### config.mk
export PLATFORM = sky130hd
export DESIGN_NAME = movegen_sequencer_flat
export DESIGN_NICKNAME = d
export VERILOG_FILES = /design/src/rtl/movegen_sequencer_if.sv /design/src/rtl/movegen_sequencer.sv /design/src/flat_wrapper.sv
export SDC_FILE = /design/constraint.sdc
export NUM_CORES = 1
export LEC_CHECK = 0
export CAP_MARGIN = 10
export CORE_ASPECT_RATIO = 1.4
export CORE_MARGIN = 10
export CORE_UTILIZATION = 50
export CTS_CLUSTER_SIZE = 20
export DETAILED_ROUTE_END_ITERATION = 8
export PLACE_DENSITY = 0.77
export REMOVE_ABC_BUFFERS = 1
export SYNTH_ARGS = -nofsm -noshare
export SYNTH_HDL_FRONTEND = slang
export SYNTH_SLANG_ARGS = --single-unit
### constraint.sdc
create_clock -name clk -period 2.8 [get_ports clk]
set_input_delay 0.7 -clock clk [delete_from_list [all_inputs] [get_ports clk]]
set_output_delay 0.7 -clock clk [all_outputs]
set_load 0.005 [all_outputs]
### src/rtl/movegen_sequencer_if.sv
// Board-feed and move-stream handshakes of the move-generator sequencer.
// The slave side is the sequencer; the master side is feeder plus consumer.
interface movegen_sequencer_if;
   logic       in_valid;
   logic       in_ready;
   logic [3:0] in_data;
   logic       mv_valid;
   logic       mv_ready;
   logic [5:0] mv_from;
   logic [5:0] mv_to;

   modport master (
      output in_valid, in_data, mv_ready,
      input  in_ready, mv_valid, mv_from, mv_to
   );

   modport slave (
      input  in_valid, in_data, mv_ready,
      output in_ready, mv_valid, mv_from, mv_to
   );
endinterface

### src/rtl/movegen_sequencer.sv
// Move-generator array controller: loads the square chain, then walks
// side-to-move squares and streams (from, to) moves one per handshake.
module movegen_sequencer #(
   parameter int CNT_W = 8
) (
   input  logic             clk,
   input  logic             rst_n,
   input  logic             start,
   input  logic             i_wtp,
   input  logic [3:0]       i_castle_rights,
   movegen_sequencer_if.slave bus,
   output logic             o_pos_valid,
   output logic [3:0]       o_pos_data,
   output logic             o_wtp,
   output logic [3:0]       o_castle_rights,
   output logic [63:0]      o_emit_move,
   input  logic [63:0]      i_target,
   output logic             busy,
   output logic             done,
   output logic [CNT_W-1:0] move_count
);

   typedef enum logic [2:0] {
      S_IDLE,
      S_LOAD,
      S_SELECT,
      S_SETTLE,
      S_EMIT,
      S_DONE
   } state_t;

   localparam logic [CNT_W-1:0] CNT_MAX = '1;

   state_t           state_q, state_d;
   logic             wtp_q, wtp_d;
   logic [3:0]       castle_q, castle_d;
   logic [5:0]       ld_q, ld_d;
   logic [63:0]      player_q, player_d;
   logic [5:0]       src_q, src_d;
   logic [63:0]      emit_q, emit_d;
   logic [63:0]      tgt_q, tgt_d;
   logic [CNT_W-1:0] cnt_q, cnt_d;

   logic       beat;
   logic       mv_fire;
   logic       own;
   logic [5:0] low_idx;

   // Lowest set bit wins: scan high to low, last hit overrides.
   always_comb begin
      low_idx = '0;
      for (int i = 63; i >= 0; i--) begin
         if (tgt_q[i]) low_idx = 6'(i);
      end
   end

   assign bus.in_ready = (state_q == S_LOAD);
   assign beat         = bus.in_valid & bus.in_ready;
   assign bus.mv_valid = (state_q == S_EMIT) && (tgt_q != '0);
   assign bus.mv_from  = src_q;
   assign bus.mv_to    = low_idx;
   assign mv_fire      = bus.mv_valid & bus.mv_ready;

   assign own = (bus.in_data[2:0] != 3'd0) &&
                (bus.in_data[3] == wtp_q);

   assign o_pos_valid     = beat;
   assign o_pos_data      = bus.in_data;
   assign o_wtp           = wtp_q;
   assign o_castle_rights = castle_q;
   assign o_emit_move     = emit_q;
   assign busy            = (state_q != S_IDLE);
   assign done            = (state_q == S_DONE);
   assign move_count      = cnt_q;

   always_comb begin
      state_d  = state_q;
      wtp_d    = wtp_q;
      castle_d = castle_q;
      ld_d     = ld_q;
      player_d = player_q;
      src_d    = src_q;
      emit_d   = emit_q;
      tgt_d    = tgt_q;
      cnt_d    = cnt_q;
      unique case (state_q)
         S_IDLE: begin
            if (start) begin
               wtp_d    = i_wtp;
               castle_d = i_castle_rights;
               cnt_d    = '0;
               ld_d     = '0;
               player_d = '0;
               state_d  = S_LOAD;
            end
         end
         S_LOAD: begin
            if (beat) begin
               // Beats arrive square 63 first, so the index is 63-ld.
               player_d[~ld_q] = own;
               ld_d            = ld_q + 6'd1;
               if (ld_q == 6'd63) begin
                  src_d   = '0;
                  state_d = S_SELECT;
               end
            end
         end
         S_SELECT: begin
            if (player_q[src_q]) begin
               emit_d  = 64'd1 << src_q;
               state_d = S_SETTLE;
            end else if (src_q == 6'd63) begin
               state_d = S_DONE;
            end else begin
               src_d = src_q + 6'd1;
            end
         end
         S_SETTLE: begin
            tgt_d   = i_target;
            emit_d  = '0;
            state_d = S_EMIT;
         end
         S_EMIT: begin
            if (tgt_q == '0) begin
               if (src_q == 6'd63) begin
                  state_d = S_DONE;
               end else begin
                  src_d   = src_q + 6'd1;
                  state_d = S_SELECT;
               end
            end else if (mv_fire) begin
               tgt_d = tgt_q & (tgt_q - 64'd1);
               if (cnt_q != CNT_MAX) cnt_d = cnt_q + CNT_W'(1);
            end
         end
         S_DONE: begin
            state_d = S_IDLE;
         end
         default: begin
            state_d = S_IDLE;
         end
      endcase
   end

   always_ff @(posedge clk or negedge rst_n) begin
      if (!rst_n) begin
         state_q  <= S_IDLE;
         wtp_q    <= 1'b0;
         castle_q <= '0;
         ld_q     <= '0;
         player_q <= '0;
         src_q    <= '0;
         emit_q   <= '0;
         tgt_q    <= '0;
         cnt_q    <= '0;
      end else begin
         state_q  <= state_d;
         wtp_q    <= wtp_d;
         castle_q <= castle_d;
         ld_q     <= ld_d;
         player_q <= player_d;
         src_q    <= src_d;
         emit_q   <= emit_d;
         tgt_q    <= tgt_d;
         cnt_q    <= cnt_d;
      end
   end

endmodule
### src/flat_wrapper.sv
// flat-port wrapper written by rule: the top's interface ports become plain ports
module movegen_sequencer_flat 
#(
   parameter int CNT_W = 8
)
  (clk, rst_n, start, i_wtp, i_castle_rights, o_pos_valid, o_pos_data, o_wtp, o_castle_rights, o_emit_move, i_target, busy, done, move_count, bus_in_valid, bus_in_data, bus_mv_ready, bus_in_ready, bus_mv_valid, bus_mv_from, bus_mv_to);
  movegen_sequencer_if bus_i ();
  input  logic clk;
  input  logic rst_n;
  input  logic start;
  input  logic i_wtp;
  input  logic [3:0] i_castle_rights;
  output logic o_pos_valid;
  output logic [3:0] o_pos_data;
  output logic o_wtp;
  output logic [3:0] o_castle_rights;
  output logic [63:0] o_emit_move;
  input  logic [63:0] i_target;
  output logic busy;
  output logic done;
  output logic [CNT_W-1:0] move_count;
  input wire logic [$bits(bus_i.in_valid)-1:0] bus_in_valid;
  input wire logic [$bits(bus_i.in_data)-1:0] bus_in_data;
  input wire logic [$bits(bus_i.mv_ready)-1:0] bus_mv_ready;
  output wire logic [$bits(bus_i.in_ready)-1:0] bus_in_ready;
  output wire logic [$bits(bus_i.mv_valid)-1:0] bus_mv_valid;
  output wire logic [$bits(bus_i.mv_from)-1:0] bus_mv_from;
  output wire logic [$bits(bus_i.mv_to)-1:0] bus_mv_to;
  assign bus_i.in_valid = bus_in_valid;
  assign bus_i.in_data = bus_in_data;
  assign bus_i.mv_ready = bus_mv_ready;
  assign bus_in_ready = bus_i.in_ready;
  assign bus_mv_valid = bus_i.mv_valid;
  assign bus_mv_from = bus_i.mv_from;
  assign bus_mv_to = bus_i.mv_to;
  movegen_sequencer #(.CNT_W(CNT_W)) u_core (.clk(clk), .rst_n(rst_n), .start(start), .i_wtp(i_wtp), .i_castle_rights(i_castle_rights), .bus(bus_i), .o_pos_valid(o_pos_valid), .o_pos_data(o_pos_data), .o_wtp(o_wtp), .o_castle_rights(o_castle_rights), .o_emit_move(o_emit_move), .i_target(i_target), .busy(busy), .done(done), .move_count(move_count));
endmodule
== After elaboration in Yosys (flattened, before gate mapping) ==
Cells that the tools add are included.
Word-level totals
  register bits: 220
  latch bits: 0
  RAM bits: 0
  bits in read-only memories: 0
  bits of input ports: 78
  output and inout port bits: 98
  word-level logic and storage cells: 159
  memories: 0
Cells by class
  add/subtract/negate cells: 4
  multiply operators: 0
  div/mod/pow operators: 0
  $lt $le $gt $ge: 3
  equal/unequal tests: 19
  shifts and indexed selects: 1
  muxes and demuxes: 99
  bitwise operators: 4
  reduce and logical (&&, ||, !) cells: 20
Operators with widths (number)
  2-to-1 mux 6 bit: 71
  one-hot mux 64 bit (2 select lines): 3
  2-to-1 mux 64 bit: 5
  AND 64 bit: 1
  bitwise mux 64 bit: 1
  logical NOT 64 bit: 1
  nonzero test 64 bit: 1
  left shift 1 x 6 -> 64 bit, first input constant: 1
  subtractor 64 x 1 -> 64 bit, second input constant: 1
  2-to-1 mux 8 bit: 4
  2-to-1 mux 3 bit: 7
  one-hot mux 6 bit (3 select lines): 1
  one-hot mux 8 bit (2 select lines): 1
  one-hot mux 3 bit (5 select lines): 1
  AND reduction 5 bit: 3
  < comparator 6 x 7 -> 1 bit, second input constant: 2
  inequality test 2 bit, second input constant: 7
  adder 6 x 1 -> 6 bit, second input constant: 2
  == test 6 bit, second input constant: 2
  one-hot mux 6 bit (2 select lines): 1
  nonzero test 3 bit: 3
  adder 8 x 1 -> 8 bit, second input constant: 1
  inequality test 8 bit, second input constant: 1
  nonzero test 2 bit: 4
  other kinds (16): 25

== Longest topological paths before layout ==
  depth in word-level cells: 64
  gate-level depth with buffers: 12
  gate-level depth less buffers: 9

== Least setup slack after synthesis ==
OpenSTA, ideal clock, no wires.
  path type: register -> register
  start: reg u_core.src_q[0] (netlist: u_core.bus.mv_from[0])
  end: reg u_core.src_q[0] (netlist: u_core.bus.mv_from[0])
  setup time: 0.128 ns
  arrival time: 2.529 ns
  setup slack: 0.143 ns
  cell stages (with the launch flop): 9
  path buffers: 1
  cells stage by stage: dfrtp_1 -> buf_2 -> mux4_2 -> a22o_1 -> a31oi_1 -> nand4_1 -> a21oi_1 -> nor2_1 -> mux2_1
Between the ends
  longest elaborated chain between the ends: 4
  elaborated cells between the ends (all ways): 10
Ends and longest elaborated chain
  start, declared: line movegen_sequencer.sv:39  | logic [5:0] src_q, src_d;
  start signal, assigned: line movegen_sequencer.sv:162  | src_q <= src_d;
  binary-select mux 1 bit (select 6 bit), or another cell as far along: line movegen_sequencer.sv:109  | if (player_q[src_q]) begin
  2-to-1 mux 1 bit (implied by the code) / 2-to-1 mux 6 bit (equally long branches): line movegen_sequencer.sv:109, movegen_sequencer.sv:112, movegen_sequencer.sv:125
  inequality test 2 bit (no source line), or another cell as far along
  AND reduction 5 bit (no source line) / one-hot mux 6 bit (3 select lines) (equally long branches)
Parallel ways exist; a longest one is shown, timed or not. The select of a mux whose other input is x is not followed.
A chain may end at the register's enable or synchronous reset.

== Worst setup path in the final report ==
  start: reg u_core.tgt_q[18]
  end: out bus_mv_to[5]
Between the ends
  longest elaborated chain between the ends: 19
Ends and longest elaborated chain
  start, declared: line movegen_sequencer.sv:41  | logic [63:0] tgt_q, tgt_d;
  start signal, assigned: line movegen_sequencer.sv:164  | tgt_q <= tgt_d;
  2-to-1 mux 6 bit (19 in series): line movegen_sequencer.sv:53  | if (tgt_q[i]) low_idx = 6'(i);
  end, declared: line flat_wrapper.sv:28  | output wire logic [$bits(bus_i.mv_to)-1:0] bus_mv_to;
Every way passes these cells.

==> results.py <==
metrics = {
    "placed_design": {
        "post-place-ws_ns": -0.3449,
        "dpl.cell_count": 1887,
        "detailed_place.area_mm2": 0.01521,
        "portBuffers": 175,
        "detailedPlacementHpwl_um": 27860,
        "gp_routability_congestion": 0.9687,
    },
    "sta": {
        "minimum_clock_period_ns": 3.231,
        "finClkSkew_ns": 0.01222,
        "max_slew_margin": 0.5069,
        "report.final.slew_viol_count": 0,
        "transition_time_at_the_pin_with_the_least_slew_margin_ns": 0.7370,
        "min_period_over_period": 1.154,
        "final_hold_viol_count": 0,
        "setup_viol": 7,
        "postLayoutSetupSlackWorst_ns": -0.4309,
        "grt_setup_unrepaired": "yes",
        "fmaxAchievable_ghz": 0.3095,
        "fin_tns_setup_ns": -2.165,
    },
    "cells_and_area": {
        "final_core_utilization": 0.7059,
        "final_cell_area_mm2": 0.01656,
        "antenna_cells": 0,
        "finish.cell_count_without_fillers": 1951,
        "num-fill-cells": 1823,
        "final_nets": 1717,
        "post_route_cells_drive_above_1_share": 0.2061,
        "area_growth_from_synthesis_to_layout_pct": 38.29,
    },
    "yosys": {
        "synth_top_flop_cell": "dfrtp_1",
        "synth_sequential_area_ratio": 0.4599,
        "synth_seq_cells": 220,
        "synth_top_cells_by_count": "259 x nand2_1, 220 x dfrtp_1, 83 x mux2i_1",
        "synth_async_sr_flop_share": 1.000,
        "synth-edff-count": 0,
        "synth_cell_type_count": 69,
        "synthesis.yosys.warnings": 0,
        "synth.top_cell.area_share": 0.4599,
        "netlist_top_cells_area": "dfrtp_1 46%, nand2_1 8.1%, mux2i_1 6.9%",
        "synth_area_leader_cell": "dfrtp_1",
        "gate_count_after_technology_mapping": 1317,
        "post_synth.cell_area_avg_um2": 9.090,
        "synthMostInstantiatedCell": "nand2_1",
        "synthesis.area_mm2": 0.01197,
    },
    "critical_path": {
        "cp.required_ns": 2.10,
        "worst_r2r_path_depth": 11,
        "rr_endpoint": "u_core.tgt_q[45]",
        "worstSetupEndpointType": "output port",
        "start_kind": "flop",
        "cp-startpoint": "u_core.tgt_q[18]",
        "critical_path.endpoint": "bus_mv_to[5]",
        "worstPathMaxFanout": 2,
        "ff2ff_setup_slack_ns": 0.05,
        "rr_startpoint": "u_core.tgt_q[18]",
        "worst-endpoint-arrival_ns": 2.53,
        "timing.setup.critical_path_class": "flop to output port",
    },
    "power": {
        "leakage_nw": 7.463,
        "ir_worst_vdd_v": 0.0007654,
        "powerDensity_mw_per_mm2": 929.1,
    },
    "outcome": {
        "status": "complete, but fails checks",
        "violated_checks": "setup timing",
    },
    "global_route": {
        "grt_start_max_net_pins": 65,
        "grt_pass1_wl_um": 62540,
        "antenna_found_initial": 0,
        "via_count_of_the_first_global_routing_pass": 11910,
        "grtUsageTotal": 0.2492,
        "gr-total-overflow": 0,
    },
    "clock_tree": {
        "cts-htree-levels": 1,
        "postCtsHoldBufs": 0,
        "numCtsBuffers": 23,
        "library_cell_used_as_clock_root_buffer": "clkbuf_16",
        "maximum_count_of_clock_buffers_along_a_single_path": 3,
        "clkSinkCount": 220,
        "worst_setup_hold_path_clk_slew_ns": 0.07,
        "clk_latency_ns": 0.53,
        "cts_tree": "done",
    },
    "floorplanning": {
        "ioPinCount": 176,
        "fp-row-count": 66,
        "initial_core_utilization": 0.5105,
        "chipHeight_um": 203.1,
        "die_area_mm2": 0.03062,
        "chipWidth_um": 150.8,
        "core_area_mm2": 0.02345,
    },
    "drt": {
        "drtIter0Drc": 855,
        "ant_nets": 0,
        "routed_vias_inst": 5.941,
        "detail_route.first_pass.iterations": 6,
        "drc": 0,
        "routed_wire_length_per_instance_um": 20.05,
        "postRouteWirelength_um": 39110,
        "vias": 11590,
    },
    "worst_hold_path": {
        "worst_min_delay_path_category": "primary input to async pin",
    },
    "job": {
        "max_cap_violations": 0,
    },
}
## area by class of cell
class | instances | area [um^2] | area share
Tap cell | 306 | 382.9 | 0.02313
Timing Repair Buffer | 379 | 3392 | 0.2049
Clock inverter | 11 | 215.2 | 0.01300
Clock buffer | 28 | 624.3 | 0.03771
Multi-Input combinational cell | 985 | 6347 | 0.3834
Sequential cell | 220 | 5512 | 0.3329
Inverter | 22 | 82.58 | 0.004988
## flip-flops by register name, indices dropped and copies added, names as in the netlist
name                    cells
u_core.o_emit_move         64
u_core.state_q              3
u_core.bus.mv_from          6
u_core.o_castle_rights      4
u_core.tgt_q               64
u_core.player_q            64
u_core.move_count           8
u_core.o_wtp                1
u_core.ld_q                 6
## through the flow
step | hold WS (ns) | total power [W]
after floorplan | 0.4044 | 0.007794
after global placement | 0.4580 | 0.01116
after detailed placement | 0.4705 | 0.01125
after CTS | 0.1373 | 0.01508
after global routing | 0.1584 | 0.01622
final | 0.1268 | 0.01538
## critical path, stage by stage (launching register included)
cell	delay, ns
dfrtp_1	0.40
buf_6	0.12
or4_4	0.42
or4_4	0.57
buf_4	0.16
buf_6	0.11
nor2_4	0.10
buf_2	0.13
## how the worst min path moves through the flow
stage | depth (start not counted) | slack, ns | endpoint | start
4_1_cts | 1 | 0.14 | u_core.player_q[14] | rst_n
2_1_floorplan | 0 | 0.40 | u_core.bus.mv_from[0] | rst_n
3_5_place_dp | 2 | 0.47 | u_core.o_castle_rights[3] | u_core.o_castle_rights[3]
6_report | 1 | 0.13 | u_core.player_q[14] | rst_n
3_3_place_gp | 2 | 0.46 | u_core.o_castle_rights[0] | u_core.o_castle_rights[0]
5_1_grt | 1 | 0.16 | u_core.o_emit_move[9] | rst_n
## repair_timing
item,in CTS,in global routing
endpoints found under the hold margin,0,0
buffers inserted,23,8
setup endpoints to repair,11,38
gates resized for setup,79,37
pin swaps,26,24
## layer usage
metal	vias up	wire length, um	track usage	share of wire
met4	0	1742	0.1116	0.045
met2	379	19890	0.4329	0.51
met5	-	0	0	0
met3	115	2107	0.03739	0.054
li1	5427	-	-	-
met1	5670	15380	0.2948	0.39
## cells by family (layout without fill, tap and decap cells)
family	count (synthesis)	in the layout	share of synthesized area
AO/OA/AOI/OAI	325	325	0.1834
XOR/XNOR	12	12	0.008780
adder cells (fa/ha/maj)	8	8	0.008362
buffers and inverters	112	440	0.03783
flip-flops	220	220	0.4599
multiplexers	93	93	0.08633
AND/OR/NAND/NOR	547	547	0.2154
## where the power goes
group | leakage, nW | switching [W] | total (W) | internal (W)
Clock | 0.409 | 0.00129 | 0.00343 | 0.00213
Sequential | 2.95 | 0.000612 | 0.00437 | 0.00376
Combinational | 4.11 | 0.00412 | 0.00758 | 0.00346
Total | 7.46 | 0.00602 | 0.0154 | 0.00936
## placed cells by master (no fill, tap or decap), drive strengths merged, types with 23 or more instances in the layout
cell type      count
clkbuf            28
a22o              49
nand3             54
inv               23
o31ai             40
nand2            259
o211ai            38
nor3              33
buf              212
clkdlybuf4s50    167
nor2              74
o21ai             99
a21oi             40
nor4              28
dfrtp            220
mux2i             83
No activity file was read; power rests on OpenSTA's default activity.
